**config.mk**
```make
export PLATFORM = sky130hd
export DESIGN_NAME = mem_access_unit
export DESIGN_NICKNAME = d
export VERILOG_FILES = /design/src/rtl/mem_access_unit.sv
export SDC_FILE = /design/constraint.sdc
export NUM_CORES = 1
export LEC_CHECK = 0
export CAP_MARGIN = 20
export CORE_ASPECT_RATIO = 1.25
export CORE_MARGIN = 4
export CORE_UTILIZATION = 40
export DETAILED_ROUTE_END_ITERATION = 10
export PLACE_DENSITY = 0.81
export SETUP_SLACK_MARGIN = 0.1
export SYNTH_ARGS = -nofsm -noshare
export SYNTH_HDL_FRONTEND = slang
export SYNTH_SLANG_ARGS = --single-unit
```
**constraint.sdc**
```tcl
create_clock -name clk -period 2.65 [get_ports clk]
set_input_delay 0.3975 -clock clk [delete_from_list [all_inputs] [get_ports clk]]
set_output_delay 0.3975 -clock clk [all_outputs]
set_load 0.02 [all_outputs]
```
**src/rtl/mem_access_unit.sv**
```systemverilog
// mem_access_unit: memory-stage load/store engine.
// Takes one live load or store from the EX/MEM register and issues it as a
// single valid/ready bus request. It then waits for the response and
// returns the aligned, extended load data to write-back. While the access is
// outstanding, hold_req freezes EX/MEM and the stages upstream of it.
//
// Ports
//   clk, rstn                    clock, synchronous active-low reset
//   mem_valid/is_load/is_store   live instruction in MEM and its kind
//   funct3, addr, wdata          RISC-V width/sign code, effective address, store data
//   hold_req                     stall request (comb)
//   req_*                        bus request channel (valid/ready), registered
//   rsp_valid/rsp_err/rsp_rdata  bus response (1-cycle pulse)
//   load_done, load_data         load result pulse and data
//   misalign                     misaligned access pulse (comb, no bus traffic)
//   access_fault                 bus error pulse
module mem_access_unit #(
  parameter int XLEN = 64
) (
  input  logic              clk,
  input  logic              rstn,
  input  logic              mem_valid,
  input  logic              is_load,
  input  logic              is_store,
  input  logic [2:0]        funct3,
  input  logic [XLEN-1:0]   addr,
  input  logic [XLEN-1:0]   wdata,
  output logic              hold_req,
  output logic              req_valid,
  input  logic              req_ready,
  output logic              req_we,
  output logic [XLEN-1:0]   req_addr,
  output logic [XLEN-1:0]   req_wdata,
  output logic [XLEN/8-1:0] req_wstrb,
  input  logic              rsp_valid,
  input  logic              rsp_err,
  input  logic [XLEN-1:0]   rsp_rdata,
  output logic              load_done,
  output logic [XLEN-1:0]   load_data,
  output logic              misalign,
  output logic              access_fault
);
  localparam int NB = XLEN / 8;
  localparam int OW = $clog2(NB);

  typedef enum logic [1:0] {S_IDLE, S_REQ, S_WAIT, S_DONE} state_t;
  state_t state;

  logic [OW-1:0]   off, off_q;
  logic [1:0]      size_q;
  logic            uns_q, ld_q;
  logic            access, mis, start;
  logic [NB-1:0]   strb;
  logic [XLEN-1:0] rsh, ext;

  assign off    = addr[OW-1:0];
  assign access = mem_valid & (is_load | is_store);

  // Natural alignment: the offset must be a multiple of the access size.
  always_comb begin
    mis = 1'b0;
    case (funct3[1:0])
      2'b00:   mis = 1'b0;
      2'b01:   mis = off[0];
      2'b10:   mis = |off[1:0];
      default: mis = |off;
    endcase
  end

  assign start    = (state == S_IDLE) & access & ~mis;
  assign misalign = (state == S_IDLE) & access & mis;
  assign hold_req = start | (state == S_REQ) | (state == S_WAIT);

  always_comb begin
    strb = '1;
    case (funct3[1:0])
      2'b00:   strb = NB'(1)    << off;
      2'b01:   strb = NB'(3)    << off;
      2'b10:   strb = NB'(4'hF) << off;
      default: strb = '1;
    endcase
  end

  // Bring the addressed bytes down to bit 0, then extend them according to
  // the width and signedness latched when the request was issued.
  assign rsh = rsp_rdata >> {off_q, 3'b000};

  always_comb begin
    ext = rsh;
    case ({uns_q, size_q})
      3'b000:  ext = {{(XLEN-8){rsh[7]}},   rsh[7:0]};
      3'b001:  ext = {{(XLEN-16){rsh[15]}}, rsh[15:0]};
      3'b010:  ext = {{(XLEN-32){rsh[31]}}, rsh[31:0]};
      3'b100:  ext = {{(XLEN-8){1'b0}},     rsh[7:0]};
      3'b101:  ext = {{(XLEN-16){1'b0}},    rsh[15:0]};
      3'b110:  ext = {{(XLEN-32){1'b0}},    rsh[31:0]};
      default: ext = rsh;
    endcase
  end

  always_ff @(posedge clk) begin
    if (!rstn) begin
      state        <= S_IDLE;
      req_valid    <= 1'b0;
      req_we       <= 1'b0;
      req_addr     <= '0;
      req_wdata    <= '0;
      req_wstrb    <= '0;
      load_done    <= 1'b0;
      load_data    <= '0;
      access_fault <= 1'b0;
      off_q        <= '0;
      size_q       <= '0;
      uns_q        <= 1'b0;
      ld_q         <= 1'b0;
    end else begin
      case (state)
        S_IDLE: if (start) begin
          req_valid <= 1'b1;
          req_we    <= is_store;
          req_addr  <= addr;
          req_wdata <= wdata << {off, 3'b000};
          req_wstrb <= is_store ? strb : '0;
          off_q     <= off;
          size_q    <= funct3[1:0];
          uns_q     <= funct3[2];
          ld_q      <= is_load;
          state     <= S_REQ;
        end
        // req_* fields are only written in IDLE, so they stay stable here.
        S_REQ: if (req_ready) begin
          req_valid <= 1'b0;
          state     <= S_WAIT;
        end
        S_WAIT: if (rsp_valid) begin
          if (ld_q) begin
            load_done <= 1'b1;
            load_data <= rsp_err ? '0 : ext;
          end
          access_fault <= rsp_err;
          state        <= S_DONE;
        end
        default: begin
          load_done    <= 1'b0;
          access_fault <= 1'b0;
          state        <= S_IDLE;
        end
      endcase
    end
  end
endmodule

```
==> results.json <==
{
  "num_vias": 11800,
  "post_route_cells_drive_above_1_share": 0.130,
  "clock_sink_count": 210,
  "num-nets-final": 1886,
  "synth-xor-area-share": 0,
  "relSlewSlack": 0.336,
  "critPathCaptureType": "primary output",
  "design.die.area_um2": 31300,
  "p_leak_nw": 6.42,
  "antenna_found_initial": 1,
  "overflow": 0,
  "cp_data_required_time_ns": 2.25,
  "setup_repair_after_global_routing_missed_its_margin": "no",
  "startpoint_type": "register",
  "detailed_place_hpwl_um": 32200,
  "final_critical_path_setup_slack_ns": 0.209,
  "cts_root_buf": "clkbuf_16",
  "num_io_pins": 409,
  "post_cts.repair.setup_buffers": 0,
  "postLayoutCellArea_um2": 16900,
  "fin_total_pwr_mw": 10.0,
  "fin_cells": 2045,
  "global_route_wire_length_before_repair_um": 65400,
  "synth.most_common_cell": "nand2_1",
  "tot_gr_track_use": 0.258,
  "synth_warnings": 0,
  "detail_route.iter0.violations": 773,
  "fin_crit_ns": 2.44,
  "finalHoldWorstSlack_ns": 0.425,
  "fp-row-count": 68,
  "clkLatencyLatePin_ns": 0.52,
  "worst-setup-path-type": "register to primary output",
  "clk_pin_slew_worst_paths_ns": 0.06,
  "synth.distinct_cells": 58,
  "r2r_start": "state[0]$_SDFFE_PN0P_",
  "number_of_buffers_inserted_by_port_buffering": 408,
  "initial_core_util": 0.409,
  "syn_to_final_growth_pct": 48.0,
  "synth.area.mux_share": 0.161,
  "place.gp.congestion": 0.971,
  "grt_pass1_vias": 11400,
  "status": "finished, final reports clean",
  "ant_nets": 0,
  "cts_tree": "yes",
  "post_synth_instance_area_um2": 11400,
  "placedInstanceArea_um2": 16000,
  "max_cap_viol_count": 0,
  "clock_tree.htree_level_count": 1,
  "synth_top_cell_area_share": 0.368,
  "multiInputGateArea_um2": 6720,
  "pwr_density_cell_nw_per_um2": 592,
  "placed_cells_incl_taps": 2000,
  "core-area_um2": 27900,
  "ys_async_rst_share": 0,
  "netlist.top_cell.by_area": "dfxtp_1",
  "vertical_die_dimension_um": 197,
  "clock_path_buffers": 3,
  "final-seq-area_um2": 4210,
  "period_share": 0.921,
  "cts_bufs_inserted": 24,
  "dp_slack_ns": -0.278,
  "synthesis.area_per_instance_um2": 8.79,
  "worst_setup_path_startpoint": "req_addr[0]$_SDFFE_PN0P_",
  "mean_number_of_vias_per_cell": 5.75,
  "drc": 0,
  "synthCells": 1298,
  "grt_start_max_net_pins": 156,
  "synth-edff-count": 0,
  "ys.flop_type": "dfxtp_1",
  "setup_viol_count_final": 0,
  "min_path_type": "primary input to register",
  "crit_fanout": 22,
  "yosys.area_share.simple": 0.177,
  "worst_ir_drop_vdd_v": 0.000504,
  "yosys.area_share.adder": 0.00768,
  "finalHoldViolCount": 0,
  "postSynthNetCount": 1508,
  "arrival_time_at_the_worst_endpoint_ns": 2.04,
  "timing.hold.worst.start": "addr[1]",
  "post_drt_wl_per_cell_um": 21.1,
  "detailedRoute.firstPassIterationCount": 5,
  "final-max-slew-violation-count": 0,
  "synth_compound_area_frac": 0.239,
  "worst_slew_pin_slew_ns": 0.996,
  "die_width_um": 159,
  "filler_cell_count": 2352,
  "synth_top_family_by_area": "compound AO/OA/AOI/OAI gates",
  "yosys-top-cells-count": "nand2_1, dfxtp_1, a21boi_0, clkbuf_1, mux2i_1",
  "synth.area.top_cells": "dfxtp_1, nand2_1, mux4_2, mux2i_1, a21boi_0",
  "final.setup_skew_ns": 0.00923,
  "maxClockFrequency_mhz": 410,
  "postSynthRegisterBits": 210,
  "wire_length_after_detailed_routing_um": 43200,
  "seq_area_frac_synth": 0.368
}
==> final cells by class <==
type	instances	area share
inverter	13	0.00289
timing repair buffer	468	0.273
sequential	210	0.249
clock inverter	12	0.0104
antenna	1	0.000148
multi-input combinational	959	0.398
clock buffer	32	0.0403
tap	350	0.0259
==> logic make-up (layout without fill, tap and decap cells) <==
kind of cell / Yosys count / in the layout
adder cells (fa/ha/maj): 7 / 7
multiplexers: 137 / 137
buffers and inverters: 129 / 525
AND/OR/NAND/NOR: 457 / 457
other: 0 / 1
AO/OA/AOI/OAI: 358 / 358
flip-flops: 210 / 210
==> metal layers <==
layer	track usage	vias to the layer above	wire length [um]
li1	-	5453	-
met1	0.290	5527	15700
met2	0.459	648	21400
met3	0.0703	127	4130
met4	0.112	2	2050
met5	0	-	13
==> power breakdown <==
| group | switching [mW] | leakage, nW | internal [mW] | total, mW |
|---|---|---|---|---|
| Combinational | 1.53 | 4.30 | 1.32 | 2.85 |
| Sequential | 0.160 | 1.70 | 3.39 | 3.55 |
| Clock | 1.40 | 0.419 | 2.20 | 3.60 |
| Total | 3.09 | 6.42 | 6.91 | 10.0 |
==> layout by cell type, fill, tap and decap left out, types with 12 or more instances in the layout <==
cell,instances
o21ai_2,30
clkbuf_16,24
nand2_1,254
a21oi_1,63
buf_4,53
mux2_2,31
nor3_1,18
and2_1,14
o221ai_1,12
a21boi_0,89
nand3_1,31
mux2i_1,72
clkdlybuf4s50_1,400
o211a_1,31
o21ai_0,14
o211ai_1,15
a221o_1,14
mux4_2,34
nor2b_1,41
nor2_1,66
dfxtp_1,207
==> sequential cells by signal, summed over array words and instances (netlist names) <==
signal / flops
state: 2
uns_q: 1
load_done: 1
size_q: 2
req_we: 1
access_fault: 1
load_data: 64
ld_q: 1
req_valid: 1
req_wdata: 64
req_addr: 64
req_wstrb: 8
==> path summary, 6_finish.rpt <==
check                                                   to  slack, ns  cells after the start
worst max-delay path                           req_addr[0]       0.21                      2
worst min-delay path              req_addr[1]$_SDFFE_PN0P_       0.42                      4
worst max register to register  load_data[16]$_SDFFE_PN0P_       0.36                      8
worst min register to register  load_data[15]$_SDFFE_PN0P_       0.45                      2
==> critical path: stages (launching register included) <==
cell and delay, ns:
dfxtp_2 0.46, buf_4 0.37, clkdlybuf4s50_1 0.68
==> timing repair <==
| action | 4_1_cts | 5_1_grt |
|---|---|---|
| gates cloned | 0 | 0 |
| endpoints found under the setup margin | 2 | 2 |
| pin swaps | 0 | 0 |
| hold buffers | 0 | 0 |
| resized for setup | 14 | 2 |
==> stage by stage <==
stage / util / TNS, ns
floorplan: - / 0
CTS: 0.605 / 0
detailed placement: 0.573 / -3.58
global route: 0.605 / 0
finish: 0.605 / 0
global placement: 0.573 / -2.58
Power figures use the tool's default switching activity.
